### config.mk
export PLATFORM = sky130hd
export DESIGN_NAME = pattern_tx
export DESIGN_NICKNAME = d
export VERILOG_FILES = /design/src/rtl/pattern_tx.sv
export SDC_FILE = /design/constraint.sdc
export NUM_CORES = 1
export LEC_CHECK = 0
export BUFFER_PORTS_ARGS = -buffer_cell sky130_fd_sc_hd__buf_4
export CORE_ASPECT_RATIO = 1.5
export CORE_MARGIN = 4
export CORE_UTILIZATION = 55
export DETAILED_ROUTE_END_ITERATION = 16
export PLACE_DENSITY = 0.77
export SYNTH_ARGS = -nofsm -noshare
export SYNTH_HDL_FRONTEND = slang
export SYNTH_SLANG_ARGS = --single-unit
### constraint.sdc
create_clock -name clk -period 5.1 [get_ports clk]
set_input_delay 0.51 -clock clk [delete_from_list [all_inputs] [get_ports clk]]
set_output_delay 0.51 -clock clk [all_outputs]
set_load 0.05 [all_outputs]
### src/rtl/pattern_tx.sv
// Serial pattern transmitter: shifts a latched W-bit pattern out MSB-first, repeating it
// a programmable number of times with an optional one-cycle idle gap between repeats.
// Reports progress through busy and a one-cycle done pulse after the final bit.
module pattern_tx #(
  parameter int unsigned W     = 4,
  parameter int unsigned CNT_W = 4
) (
  input  logic             clk,
  input  logic             rst,
  input  logic             start,
  input  logic [W-1:0]     pattern,
  input  logic [CNT_W-1:0] repeat_n,
  input  logic             gap_en,
  output logic             out,
  output logic             out_valid,
  output logic             busy,
  output logic             done
);

  localparam int unsigned BitW = $clog2(W);
  localparam logic [BitW-1:0] BitsMax = BitW'(W - 1);

  typedef enum logic [1:0] {
    StIdle,
    StSend,
    StGap
  } state_e;

  state_e           state_q, state_d;
  logic [W-1:0]     shreg_q, shreg_d;
  logic [W-1:0]     save_q, save_d;
  logic [BitW-1:0]  bits_q, bits_d;
  logic [CNT_W-1:0] reps_q, reps_d;
  logic             gap_q, gap_d;
  logic             out_q, out_d;
  logic             valid_q, valid_d;
  logic             busy_q, busy_d;
  logic             done_q, done_d;

  // Next-state and registered-output decode; every output defaults to its idle value.
  always_comb begin
    state_d = state_q;
    shreg_d = shreg_q;
    save_d  = save_q;
    bits_d  = bits_q;
    reps_d  = reps_q;
    gap_d   = gap_q;
    out_d   = 1'b0;
    valid_d = 1'b0;
    busy_d  = 1'b0;
    done_d  = 1'b0;

    unique case (state_q)
      StIdle: begin
        if (start) begin
          if (repeat_n == '0) begin
            // Empty burst: acknowledge immediately, send nothing.
            done_d = 1'b1;
          end else begin
            // First bit leaves on the same edge that accepts the request.
            out_d   = pattern[W-1];
            valid_d = 1'b1;
            busy_d  = 1'b1;
            shreg_d = pattern << 1;
            save_d  = pattern;
            bits_d  = BitsMax;
            reps_d  = repeat_n;
            gap_d   = gap_en;
            state_d = StSend;
          end
        end
      end

      StSend: begin
        busy_d = 1'b1;
        if (bits_q != '0) begin
          out_d   = shreg_q[W-1];
          valid_d = 1'b1;
          shreg_d = shreg_q << 1;
          bits_d  = bits_q - 1'b1;
        end else if (reps_q > CNT_W'(1)) begin
          reps_d = reps_q - CNT_W'(1);
          if (gap_q) begin
            state_d = StGap;
          end else begin
            // Reload on this edge so repeats run back-to-back.
            out_d   = save_q[W-1];
            valid_d = 1'b1;
            shreg_d = save_q << 1;
            bits_d  = BitsMax;
          end
        end else begin
          busy_d  = 1'b0;
          done_d  = 1'b1;
          state_d = StIdle;
        end
      end

      StGap: begin
        out_d   = save_q[W-1];
        valid_d = 1'b1;
        busy_d  = 1'b1;
        shreg_d = save_q << 1;
        bits_d  = BitsMax;
        state_d = StSend;
      end

      default: state_d = StIdle;
    endcase
  end

  // State and output registers, cleared asynchronously.
  always_ff @(posedge clk or negedge rst) begin
    if (!rst) begin
      state_q <= StIdle;
      shreg_q <= '0;
      save_q  <= '0;
      bits_q  <= '0;
      reps_q  <= '0;
      gap_q   <= 1'b0;
      out_q   <= 1'b0;
      valid_q <= 1'b0;
      busy_q  <= 1'b0;
      done_q  <= 1'b0;
    end else begin
      state_q <= state_d;
      shreg_q <= shreg_d;
      save_q  <= save_d;
      bits_q  <= bits_d;
      reps_q  <= reps_d;
      gap_q   <= gap_d;
      out_q   <= out_d;
      valid_q <= valid_d;
      busy_q  <= busy_d;
      done_q  <= done_d;
    end
  end

  assign out       = out_q;
  assign out_valid = valid_q;
  assign busy      = busy_q;
  assign done      = done_q;

endmodule

# After elaboration in Yosys (flattened, before gate mapping)
# Index checks and enable logic that the tools add are counted.
dict set report op_classes {
  eq_ne 9
  n_bitwise 1
  n_lt_le_gt_ge 1
  n_mux 43
  reduce_logical 9
  n_addsub 2
}
# operator n
set op_table {}
lappend op_table {{two-way mux 4 bit} 9}
lappend op_table {{two-way mux 2 bit} 10}
lappend op_table {{two-way mux 1 bit} 16}
lappend op_table {{one-hot mux 2 bit (3 select lines)} 2}
lappend op_table {{one-hot mux 4 bit (3 select lines)} 1}
lappend op_table {{AND reduction 5 bit} 2}
lappend op_table {{inequality test 3 bit, second input constant} 3}
lappend op_table {{one-hot mux 1 bit (3 select lines)} 3}
lappend op_table {{inequality test 2 bit, second input constant} 4}
lappend op_table {{one-hot mux 4 bit (2 select lines)} 1}
lappend op_table {{greater-than comparator 4 x 1 -> 1 bit, second input constant} 1}
lappend op_table {{zero test 4 bit} 1}
lappend op_table {{AND reduction 4 bit} 1}
lappend op_table {{nonzero test 2 bit} 2}
lappend op_table {{subtractor 4 x 1 -> 4 bit, second input constant} 1}
lappend op_table {{AND reduction 3 bit} 1}
lappend op_table {{nonzero test 3 bit} 1}
lappend op_table {{== test 2 x 1 -> 1 bit, second input constant} 1}
lappend op_table {{== test 2 bit, second input constant} 1}
lappend op_table {{zero test 2 bit} 1}
lappend op_table {{one-hot mux 1 bit (2 select lines)} 1}
lappend op_table {{subtractor 2 x 1 -> 2 bit, second input constant} 1}
lappend op_table {{NOT 1 bit} 1}
dict set report totals {
  ff_bits 21
  input_bits 12
  wordCells 75
}

# Depth between registers and ports, before layout
# Gate-level depths: netlist (run 1).
dict set report logic_depth {
  depth_word 4
  ltp_mapped 8
  depth_no_buf 7
}

# Worst setup path after synthesis (run 1)
# Ideal clock, no wire load.
dict set report synth_timing {
  path_kind {register -> register}
  from {register reps_q[0]}
  to {register bits_q[0]}
  path_stages_with_launch 8
  setup_ns 0.134
  n_path_buf 0
  required_ns 4.966
  arrival_ns 1.503
  setup_slack_ns 3.463
  cell_sequence {dfrtp_1 inv_1 ha_1 or2_1 a21oi_2 o211ai_2 nor4_1 a21oi_1}
}
dict set report synth_via {
  elab_chain_cells 3
}
# element line_no
set synth_lines {}
lappend synth_lines {{start: declaration} 33} ;# logic [CNT_W-1:0] reps_q, reps_d;
lappend synth_lines {{start signal: assignment} 130} ;# reps_q <= reps_d;
lappend synth_lines {{greater-than comparator 4 x 1 -> 1 bit} 81} ;# end else if (reps_q > CNT_W'(1)) begin
lappend synth_lines {{inequality test 3 bit (no line)} --}
lappend synth_lines {{AND reduction 5 bit (no line)} --}
lappend synth_lines {{end signal: assignment} 129} ;# bits_q <= bits_d;
lappend synth_lines {{end: declaration} 32} ;# logic [BitW-1:0] bits_q, bits_d;
# Every way passes these cells.
# A chain may end at the register's enable or synchronous reset.

# Worst setup path after layout (run 1)
dict set report layout_timing {
  from {register state_q[1]}
  to {register bits_q[0]}
}
dict set report layout_via {
  elab_chain_cells 3
}
# element line_no
set layout_lines {}
lappend layout_lines {{start: declaration} 29} ;# state_e state_q, state_d;
lappend layout_lines {{start signal: assignment} 115} ;# state_q <= StIdle;
lappend layout_lines {{start signal: assignment} 126} ;# state_q <= state_d;
lappend layout_lines {{== test 2 x 1 -> 1 bit (tied with other cells)} 53} ;# unique case (state_q)
lappend layout_lines {{inequality test 3 bit (no line) (tied with other cells)} --}
lappend layout_lines {{AND reduction 5 bit (no line)} --}
# Parallel ways exist; a longest one is shown, timed or not.

==> impl_metrics.json, run 1 <==
{
  "synth-seq-cells": 20,
  "reg2regPathDepth": 7,
  "htree_levels": 1,
  "tritoncts": "done",
  "cts_inserted_buffers": 3,
  "grt.overflow.total": 0,
  "dieWidth_um": 45.0,
  "finalSetupViolCount": 0,
  "synthXorXnorAreaFrac": 0,
  "wl_um": 2400,
  "synth.area.top_cells": "dfrtp_1 44%, ha_1 7.7%, mux2_2 5.0%",
  "yosysWarnings": 0,
  "slew_violations": 0,
  "path_max_fanout": 13,
  "diodes": 0,
  "die_h_um": 63.5,
  "grtUsageTotal": 0.194,
  "fin_crit_ps": 2140,
  "final_core_util": 0.691,
  "dieArea_mm2": 0.00286,
  "rows": 19,
  "antenna_found_initial": 0,
  "final.setup.worst_slack_ps": 2960,
  "hpwl_um": 1840,
  "grt_pass1_wl_um": 4110,
  "cts_hold_buffers": 0,
  "yosysTopAreaCell": "dfrtp_1",
  "fp.coreArea_mm2": 0.00190,
  "synth-simple-area-share": 0.164,
  "mappedNetlistArea_mm2": 0.00113,
  "whs_ps": 49.6,
  "clk_path_buf_depth": 2,
  "cts_root_buffer": "clkbuf_4",
  "min_path_type": "in2async",
  "postCtsSetupBuffers": 0,
  "worstMarginPinSlew_ps": 426,
  "ant_nets": 0,
  "syn_area_per_cell_um2": 9.84,
  "p_per_area_mw_per_mm2": 686,
  "critical_path_arrival_ps": 2330,
  "dr.pass1.iters": 4,
  "fin_crit_sh": 0.419,
  "pre_cts_slack_ps": 3070,
  "synthMuxAreaShare": 0.0675,
  "fin_total_pwr_uw": 901,
  "drt_iter0_drc": 24,
  "gp_congestion": 0.846,
  "fin_nets": 152,
  "vias": 920,
  "fill_cells": 154,
  "via_per_inst": 6.01,
  "cp.required_ps": 5290,
  "cts_resized": 0,
  "synth_top_area_frac": 0.442,
  "grt_pass1_vias": 928,
  "clk_latency_ps": 310,
  "synth_top_family_by_area": "compound AO/OA/AOI/OAI gates",
  "max_freq_ghz": 0.468,
  "synthCells": 115,
  "grt_max_degree": 21,
  "synth_compound_area_frac": 0.208,
  "clkSinkCount": 20,
  "rsz0062_at_grt": "no",
  "clkSlewWorstSetupHoldPaths_ps": 120,
  "yosys.cell_types.count": 32,
  "critical_path_class": "reg2reg",
  "maxCapViolCount": 0,
  "leakagePower_nw": 0.593,
  "cp-start-kind": "flip-flop",
  "drive_gt1_frac": 0.242,
  "ir_drop_uv": 350,
  "syn2layout_area_growth_pct": 16.2,
  "hold_viol": 0,
  "final.setup.tns_ps": 0,
  "wl_per_cell_um": 15.7,
  "seq_area_frac_synth": 0.442,
  "outcome": "finished, final reports clean",
  "worstSetupEndpointType": "flip-flop",
  "drc_errors": 0,
  "port_buffers": 15,
  "start_util": 0.595,
  "syn_nets": 134,
  "relSlewSlack": 0.716,
  "io-pin-count": 16,
  "skew_ps": 1.91,
  "synthAdderAreaFrac": 0.0774
}
cell families (layout without fill, tap and decap cells):
kind of cell / count (synthesis) / count (layout)
fa+ha+maj: 7 / 7
simple gates: 36 / 36
compound gates: 33 / 33
mux: 7 / 7
flops: 20 / 20
buf+inv: 12 / 29
layout by cell type, fill, tap and decap left out, drive strengths merged, types with 2 or more instances in the layout:
master	Yosys	routed
mux2i	2	2
nor2	10	10
ha	7	7
inv	9	9
a31oi	4	4
o21ai	10	10
dfrtp	20	20
a21oi	10	10
nor4	2	2
mux2	5	5
o22a	2	2
nand4	2	2
clkbuf	1	3
buf	1	15
nand3	3	3
nor2b	2	2
nand2	13	13
o211ai	3	3
synthesized netlist by cell type:
master    number
a21oi_1        8
a21oi_2        2
a222oi_1       1
a31o_1         1
a31oi_1        4
and4_1         1
buf_2          1
clkbuf_1       1
clkinv_1       1
dfrtp_1       20
ha_1           7
inv_1          9
mux2_2         5
mux2i_1        2
nand2_1       13
nand2b_1       1
nand3_1        3
nand4_1        2
nor2_1         8
nor2_2         2
nor2b_1        2
nor3_1         1
nor4_1         1
nor4_4         1
o211ai_1       2
o211ai_2       1
o21ai_0        8
o21ai_4        2
o21ba_1        1
o22a_1         2
o22ai_1        1
or2_1          1
final cells by class:
type / count / area, um^2 / area share
repair buffers: 15 / 113 / 0.0857
inverters: 10 / 37.5 / 0.0286
clock inverters: 1 / 30.0 / 0.0229
clock buffers: 3 / 22.5 / 0.0171
flip-flops and latches: 20 / 500 / 0.381
multi-input cells: 83 / 584 / 0.445
well taps: 21 / 26.3 / 0.0200
where the power goes:
group	leakage, nW	internal, mW	switching [mW]
clock network	0.0279	0.0795	0.0525
logic	0.327	0.183	0.302
registers	0.238	0.234	0.0510
total	0.593	0.496	0.405
registers in the layout, summed over array words and instances (netlist names):
register / count
bits_q: 2
busy: 1
done: 1
gap_q: 1
out: 1
out_valid: 1
reps_q: 4
save_q: 4
shreg_q: 3
state_q: 2
stage by stage:
| stage | instances | area, um^2 |
|---|---|---|
| final | 153 | 1310 |
| after floorplan | 115 | 1130 |
| after global placement | 149 | 1260 |
| after global routing | 153 | 1310 |
| after detailed placement | 149 | 1260 |
| after CTS | 153 | 1310 |
critical path, stage by stage (launching register included):
cell and delay [ps]:
dfrtp_1 440, inv_1 120, ha_1 430, clkinv_1 360, nand2_1 170, o211ai_2 200, nor4_1 220, a21oi_1 80
path summary, 6_finish.rpt:
check	start	endpoint	slack (ps)
max in group asynchronous	rst	shreg_q[2]$_DFFE_PN0P_	4840
worst max register to register	state_q[1]$_DFFE_PN0P_	bits_q[0]$_DFFE_PN0P_	2960
worst min register to register	shreg_q[3]$_DFFE_PN0P_	shreg_q[3]$_DFFE_PN0P_	500
worst max-delay path	state_q[1]$_DFFE_PN0P_	bits_q[0]$_DFFE_PN0P_	2960
worst min-delay path	rst	reps_q[3]$_DFFE_PN0P_	50
min in group clk	pattern[1]	save_q[1]$_DFFE_PN0P_	430
per-layer routing:
layer	global-route usage	up-vias	part of all wire
met4	0.0879	0	0.025
met5	0	-	0
met2	0.333	21	0.55
met3	0.0171	7	0.032
met1	0.231	447	0.39
li1	-	445	-
(Power assumes the default switching activity.)
==> run 2, diff against run 1 <==
Clock period 5.1 ns to 2.15 ns, I/O delays scaled along.
==> run 2 against run 1 <==
Net effect:
- combinational power up 140%
- core utilization down 0.26 points
- highest routed layer unchanged
- critical path type unchanged
- sequential power up 140%
- largest cell class unchanged
- critical endpoint unchanged
==> impl_metrics.json, run 2 (same netlist as run 1, synthesis figures left out) <==
{
  "r2r_start": "reps_q[0]$_DFFE_PN0P_",
  "ir_drop_uv": 993,
  "cts_inserted_buffers": 3,
  "clk_path_buf_depth": 2,
  "fin_crit_ps": 1820,
  "cp.required_ps": 2340,
  "worstSetupEndpointType": "flip-flop",
  "critical_path_class": "reg2reg",
  "post_dp_cell_area_mm2": 0.00128,
  "reg2regPathDepth": 7,
  "clkSlewWorstSetupHoldPaths_ps": 100,
  "layout_common_cells": "20 x dfrtp_1, 17 x buf_4, 13 x nand2_1, 9 x inv_1",
  "p_sw_uw": 935,
  "p_per_area_mw_per_mm2": 1540,
  "critical_path_arrival_ps": 2010,
  "tritoncts": "done",
  "drive_gt1_frac": 0.246,
  "vias": 897,
  "slew_violations": 0,
  "grt_pass1_wl_um": 3970,
  "grt_pass1_vias": 948,
  "r2r-end": "bits_q[0]$_DFFE_PN0P_",
  "clkSinkCount": 20,
  "leakagePower_nw": 0.593,
  "start_util": 0.595,
  "fin_nets": 155,
  "port_buffers": 15,
  "ant_nets": 0,
  "syn2layout_area_growth_pct": 15.7,
  "intPower_mw": 1.08,
  "hpwl_um": 1740,
  "drc_errors": 0,
  "postCtsSetupBuffers": 0,
  "min_to": "gap_q$_DFFE_PN0P_",
  "p_comb_frac": 0.581,
  "fin_crit_sh": 0.844,
  "hold_viol": 0,
  "grt_max_degree": 21,
  "antenna_found_initial": 0,
  "design_area_mm2": 0.00131,
  "dieArea_mm2": 0.00286,
  "final.setup.tns_ps": 0,
  "fp.coreArea_mm2": 0.00190,
  "htree_levels": 1,
  "top_regs": "reps_q: 4 flops, save_q: 4 flops, shreg_q: 3 flops",
  "grt.overflow.total": 0,
  "min_path_type": "in2reg",
  "fill_cells": 149,
  "dieWidth_um": 45.0,
  "worstHoldStart": "gap_en",
  "worstPathCellList": "inv_1 > ha_1 > or2_1 > a21oi_2 > o211ai_2 > nor4_1 > a21oi_1",
  "critPathTopFamily": "simple AND/OR/NAND/NOR gates",
  "drt_iter0_drc": 23,
  "swShare": 0.463,
  "min_path_cells": 2,
  "layout_commonest_cell": "dfrtp_1",
  "relSlewSlack": 0.758,
  "grtUsageTotal": 0.188,
  "gp_congestion": 0.872,
  "finalSetupViolCount": 0,
  "cpMaxStageDelayCell": "dfrtp_1",
  "maxCapViolCount": 0,
  "clk_latency_ps": 310,
  "max_stage_delay_ps": 410,
  "diodes": 0,
  "final_core_util": 0.688,
  "wl_per_cell_um": 14.3,
  "skew_ps": 5.72,
  "rsz0062_at_grt": "no",
  "io-pin-count": 16,
  "multi_input_area_um2": 584,
  "worst-path-buf-inv": 1,
  "worstMarginPinSlew_ps": 359,
  "via_per_inst": 5.79,
  "power.share.clock": 0.086,
  "r2r_setup_slack_ps": 330,
  "dr.pass1.iters": 4,
  "die_h_um": 63.5,
  "p_seq_frac": 0.333,
  "rows": 19,
  "cts_root_buffer": "clkbuf_4",
  "regArea_um2": 500,
  "max_freq_ghz": 0.551,
  "path_max_fanout": 10,
  "wl_um": 2220,
  "cp-start-kind": "flip-flop",
  "outcome": "finished, final reports clean"
}
run 2: timing repair:
action,4_1_cts,5_1_grt
hold endpoints to repair,20,0
resized for setup,0,0
hold buffers,1,0
run 2: power by group through the flow:
stage / combinational [mW] / clock, mW / sequential [mW]
floorplan: 0.791 / 0 / 0.744
global placement: 1.14 / 0 / 0.673
detailed placement: 1.18 / 0 / 0.679
CTS: 1.18 / 0.185 / 0.671
global route: 1.33 / 0.197 / 0.697
finish: 1.17 / 0.174 / 0.672
run 2: layer usage:
| layer | global-route usage | share of wire | up-vias |
|---|---|---|---|
| met5 | 0 | 0 | - |
| met4 | 0.0989 | 0.028 | 0 |
| met3 | 0.0199 | 0.041 | 5 |
| met2 | 0.330 | 0.54 | 19 |
| met1 | 0.209 | 0.39 | 427 |
| li1 | - | - | 446 |
run 2: metrics by stage:
stage | power (mW) | instances | hold slack, ps | setup WS [ps]
2_1_floorplan | 1.53 | 115 | -80.6 | 513
3_3_place_gp | 1.82 | 151 | 104 | 408
3_5_place_dp | 1.86 | 151 | 109 | 363
4_1_cts | 2.04 | 155 | 119 | 348
5_1_grt | 2.22 | 155 | 129 | 182
6_report | 2.02 | 155 | 131 | 335
run 2: final cells by class:
class | count | share of cell area
clock buffer | 3 | 0.0172
inverter | 10 | 0.0287
multi-input combinational | 83 | 0.446
sequential | 20 | 0.382
tap | 21 | 0.0201
timing repair buffer | 18 | 0.105
run 2: worst max-delay path by stage:
stage | slack, ps | startpoint | cells past startpoint | to
3_3_place_gp | 410 | bits_q[0]$_DFFE_PN0P_ | 7 | reps_q[3]$_DFFE_PN0P_
2_1_floorplan | 510 | reps_q[0]$_DFFE_PN0P_ | 7 | bits_q[0]$_DFFE_PN0P_
3_5_place_dp | 360 | reps_q[0]$_DFFE_PN0P_ | 7 | bits_q[0]$_DFFE_PN0P_
4_1_cts | 350 | reps_q[0]$_DFFE_PN0P_ | 7 | bits_q[0]$_DFFE_PN0P_
5_1_grt | 180 | reps_q[0]$_DFFE_PN0P_ | 7 | bits_q[0]$_DFFE_PN0P_
6_report | 330 | reps_q[0]$_DFFE_PN0P_ | 7 | bits_q[0]$_DFFE_PN0P_
run 2: worst reg2reg max path, delay by kind of cell (launching register included):
family          cells  cell delay (ps)
flops               1              410
fa+ha+maj           1              220
buf+inv             1               80
compound gates      3              460
simple gates        2              520
==> run 3, diff against run 2 <==
Settings changed: ABC_AREA set to 1, PLACE_DENSITY 0.77 to 0.76.
Clock period 2.15 ns to 1.7 ns, I/O delays scaled along.
==> run 3 against run 2 <==
Net effect:
- sequential power increased by 29%
- non-clock buffer count decreased by 1
- routed wire length increased by 25%
- maximum frequency increased by 17%
- setup slack got worse by 180 ps
- worst hold slack got worse by 24 ps
- synthesized cell count increased by 59%
- global-route usage increased by 2.1 points
- flip-flop and latch count unchanged
- sequential share of layout area decreased by 4.7 points
- clock skew increased by 1.1 ps
- die area increased by 14%
==> impl_metrics.json, run 3 <==
{
  "ir_drop_uv": 1220,
  "clk_latency_ps": 300,
  "wl_per_cell_um": 12.3,
  "whs_ps": 108,
  "fp.coreArea_mm2": 0.00226,
  "worstPathCellList": "inv_1 > ha_1 > inv_1 > nand2_2 > nor2_2 > nor2_4 > nand3_4 > nand2_1 > nand2_1",
  "min_path_type": "in2reg",
  "stdcell_count": 225,
  "cts_inserted_buffers": 3,
  "grt_pass1_vias": 1216,
  "synth_top_area_frac": 0.379,
  "relSlewSlack": 0.818,
  "syn_nets": 202,
  "critical_path_arrival_ps": 1750,
  "hpwl_um": 2240,
  "reg2regPathDepth": 9,
  "outcome": "finished, final reports clean",
  "via_per_inst": 5.26,
  "yosysTopAreaCell": "dfrtp_1",
  "worst-path-buf-inv": 2,
  "synth_edf_count": 0,
  "r2r_start": "state_q[0]$_DFFE_PN0P_",
  "path_max_fanout": 6,
  "grt_pass1_wl_um": 4910,
  "synthTopCellsByCount": "68 x nand2_1, 20 x dfrtp_1, 20 x inv_1",
  "dpl.cell_count": 221,
  "grt.overflow.total": 0,
  "finalSetupViolCount": 0,
  "async_flop_share": 1.00,
  "fill_cells": 213,
  "io-pin-count": 16,
  "ant_nets": 0,
  "worstMarginPinSlew_ps": 273,
  "top_regs": "reps_q: 4 flops, save_q: 4 flops, shreg_q: 3 flops",
  "gp_congestion": 0.919,
  "worstHoldStart": "gap_en",
  "drt_iter0_drc": 22,
  "synthCells": 183,
  "drive_gt1_frac": 0.213,
  "leakagePower_nw": 0.848,
  "critical_path_class": "reg2reg",
  "slew_violations": 0,
  "antenna_found_initial": 0,
  "maxCapViolCount": 0,
  "postCtsSetupBuffers": 0,
  "port_buffers": 15,
  "diodes": 0,
  "tritoncts": "done",
  "regArea_um2": 500,
  "wl_um": 2780,
  "clkSlewWorstSetupHoldPaths_ps": 120,
  "synth_ff_type": "dfrtp_1",
  "min_path_cells": 3,
  "skew_ps": 6.80,
  "clk_path_buf_depth": 2,
  "syn_area_per_cell_um2": 7.21,
  "rows": 21,
  "dieArea_mm2": 0.00326,
  "yosysWarnings": 0,
  "fin_crit_sh": 0.912,
  "cts_root_buffer": "clkbuf_4",
  "layout_commonest_cell": "nand2_1",
  "dieWidth_um": 48,
  "hold_viol": 0,
  "fin_nets": 223,
  "final.setup.tns_ps": 0,
  "cp-start-kind": "flip-flop",
  "grt_max_degree": 21,
  "drc_errors": 0,
  "worstSetupEndpointType": "flip-flop",
  "syn2layout_area_growth_pct": 13.1,
  "die_h_um": 68,
  "cpMaxStageDelayCell": "dfrtp_1",
  "critPathTopFamily": "simple AND/OR/NAND/NOR gates",
  "synth-seq-cells": 20,
  "layout_common_cells": "68 x nand2_1, 20 x inv_1, 20 x dfrtp_1, 16 x buf_4, 15 x nor2_1",
  "mappedNetlistArea_mm2": 0.00132,
  "r2r_setup_slack_ps": 150,
  "dr.pass1.iters": 6,
  "fin_total_pwr_mw": 2.99,
  "max_stage_delay_ps": 440,
  "max_freq_ghz": 0.645,
  "yosys.cell_types.count": 22,
  "min_to": "gap_q$_DFFE_PN0P_",
  "rsz0062_at_grt": "no",
  "cp.required_ps": 1900,
  "clkSinkCount": 20,
  "synth.area.top_cells": "dfrtp_1 38%, nand2_1 19%, ha_1 6.6%",
  "r2r-end": "shreg_q[2]$_DFFE_PN0P_",
  "vias": 1183,
  "fin_crit_ps": 1550,
  "synth_most_common_cell": "nand2_1",
  "p_per_area_mw_per_mm2": 2000,
  "grtUsageTotal": 0.209,
  "start_util": 0.584,
  "seq_area_frac_synth": 0.379,
  "htree_levels": 1,
  "multi_input_area_um2": 711
}
## run 3: cells by family after synthesis
| kind of cell | Yosys count | synth area share |
|---|---|---|
| buf+inv | 27 | 0.0844 |
| compound gates | 14 | 0.0531 |
| simple gates | 115 | 0.417 |
| flops | 20 | 0.379 |
| fa+ha+maj | 7 | 0.0663 |
## run 3: worst min-delay path, delay by kind of cell
| family | cells | cell delay (ps) |
|---|---|---|
| compound gates | 1 | 100 |
| buf+inv | 1 | 80 |
| simple gates | 1 | 30 |
## run 3: stage by stage
stage	utilization	setup slack [ps]	area (um^2)
6_report	0.661	150	1490
4_1_cts	0.659	66.2	1490
2_1_floorplan	-	360	1320
3_5_place_dp	0.645	95.5	1460
5_1_grt	0.661	20.3	1490
3_3_place_gp	0.645	144	1460
## run 3: worst max-delay path by stage
stage                                 from                endpoint  cells past startpoint
finish              state_q[0]$_DFFE_PN0P_  shreg_q[2]$_DFFE_PN0P_                      9
global route        state_q[0]$_DFFE_PN0P_   bits_q[1]$_DFFE_PN0P_                      9
CTS                 state_q[1]$_DFFE_PN0P_  shreg_q[2]$_DFFE_PN0P_                      9
detailed placement  state_q[1]$_DFFE_PN0P_  shreg_q[2]$_DFFE_PN0P_                      9
global placement    state_q[1]$_DFFE_PN0P_   reps_q[3]$_DFFE_PN0P_                      8
floorplan           state_q[1]$_DFFE_PN0P_  shreg_q[3]$_DFFE_PN0P_                      8
## run 3: cell type report
class,count,share of cell area
clock buffer,3,0.0151
inverter,26,0.0671
sequential,20,0.335
timing repair buffer,17,0.0872
multi-input combinational,136,0.476
tap,23,0.0193
## run 3: per-layer routing
| metal | track usage | wire, um | up-vias |
|---|---|---|---|
| met4 | 0.104 | 83 | 0 |
| met3 | 0.0237 | 53 | 10 |
| met5 | 0 | 0 | - |
| met2 | 0.366 | 1460 | 19 |
| met1 | 0.238 | 1180 | 550 |
| li1 | - | - | 604 |
## run 3: timing repair
| item | in CTS | in global routing |
|---|---|---|
| gates resized for setup | 0 | 1 |
| hold endpoints to repair | 20 | 0 |
| hold buffers | 1 | 0 |
| endpoints found under the setup margin | 0 | 11 |
## run 3: power breakdown
group	internal (mW)	total [mW]	switching (mW)	leakage, nW
Combinational	0.666	1.89	1.23	0.593
Clock	0.0827	0.231	0.149	0.0138
Sequential	0.705	0.864	0.160	0.241
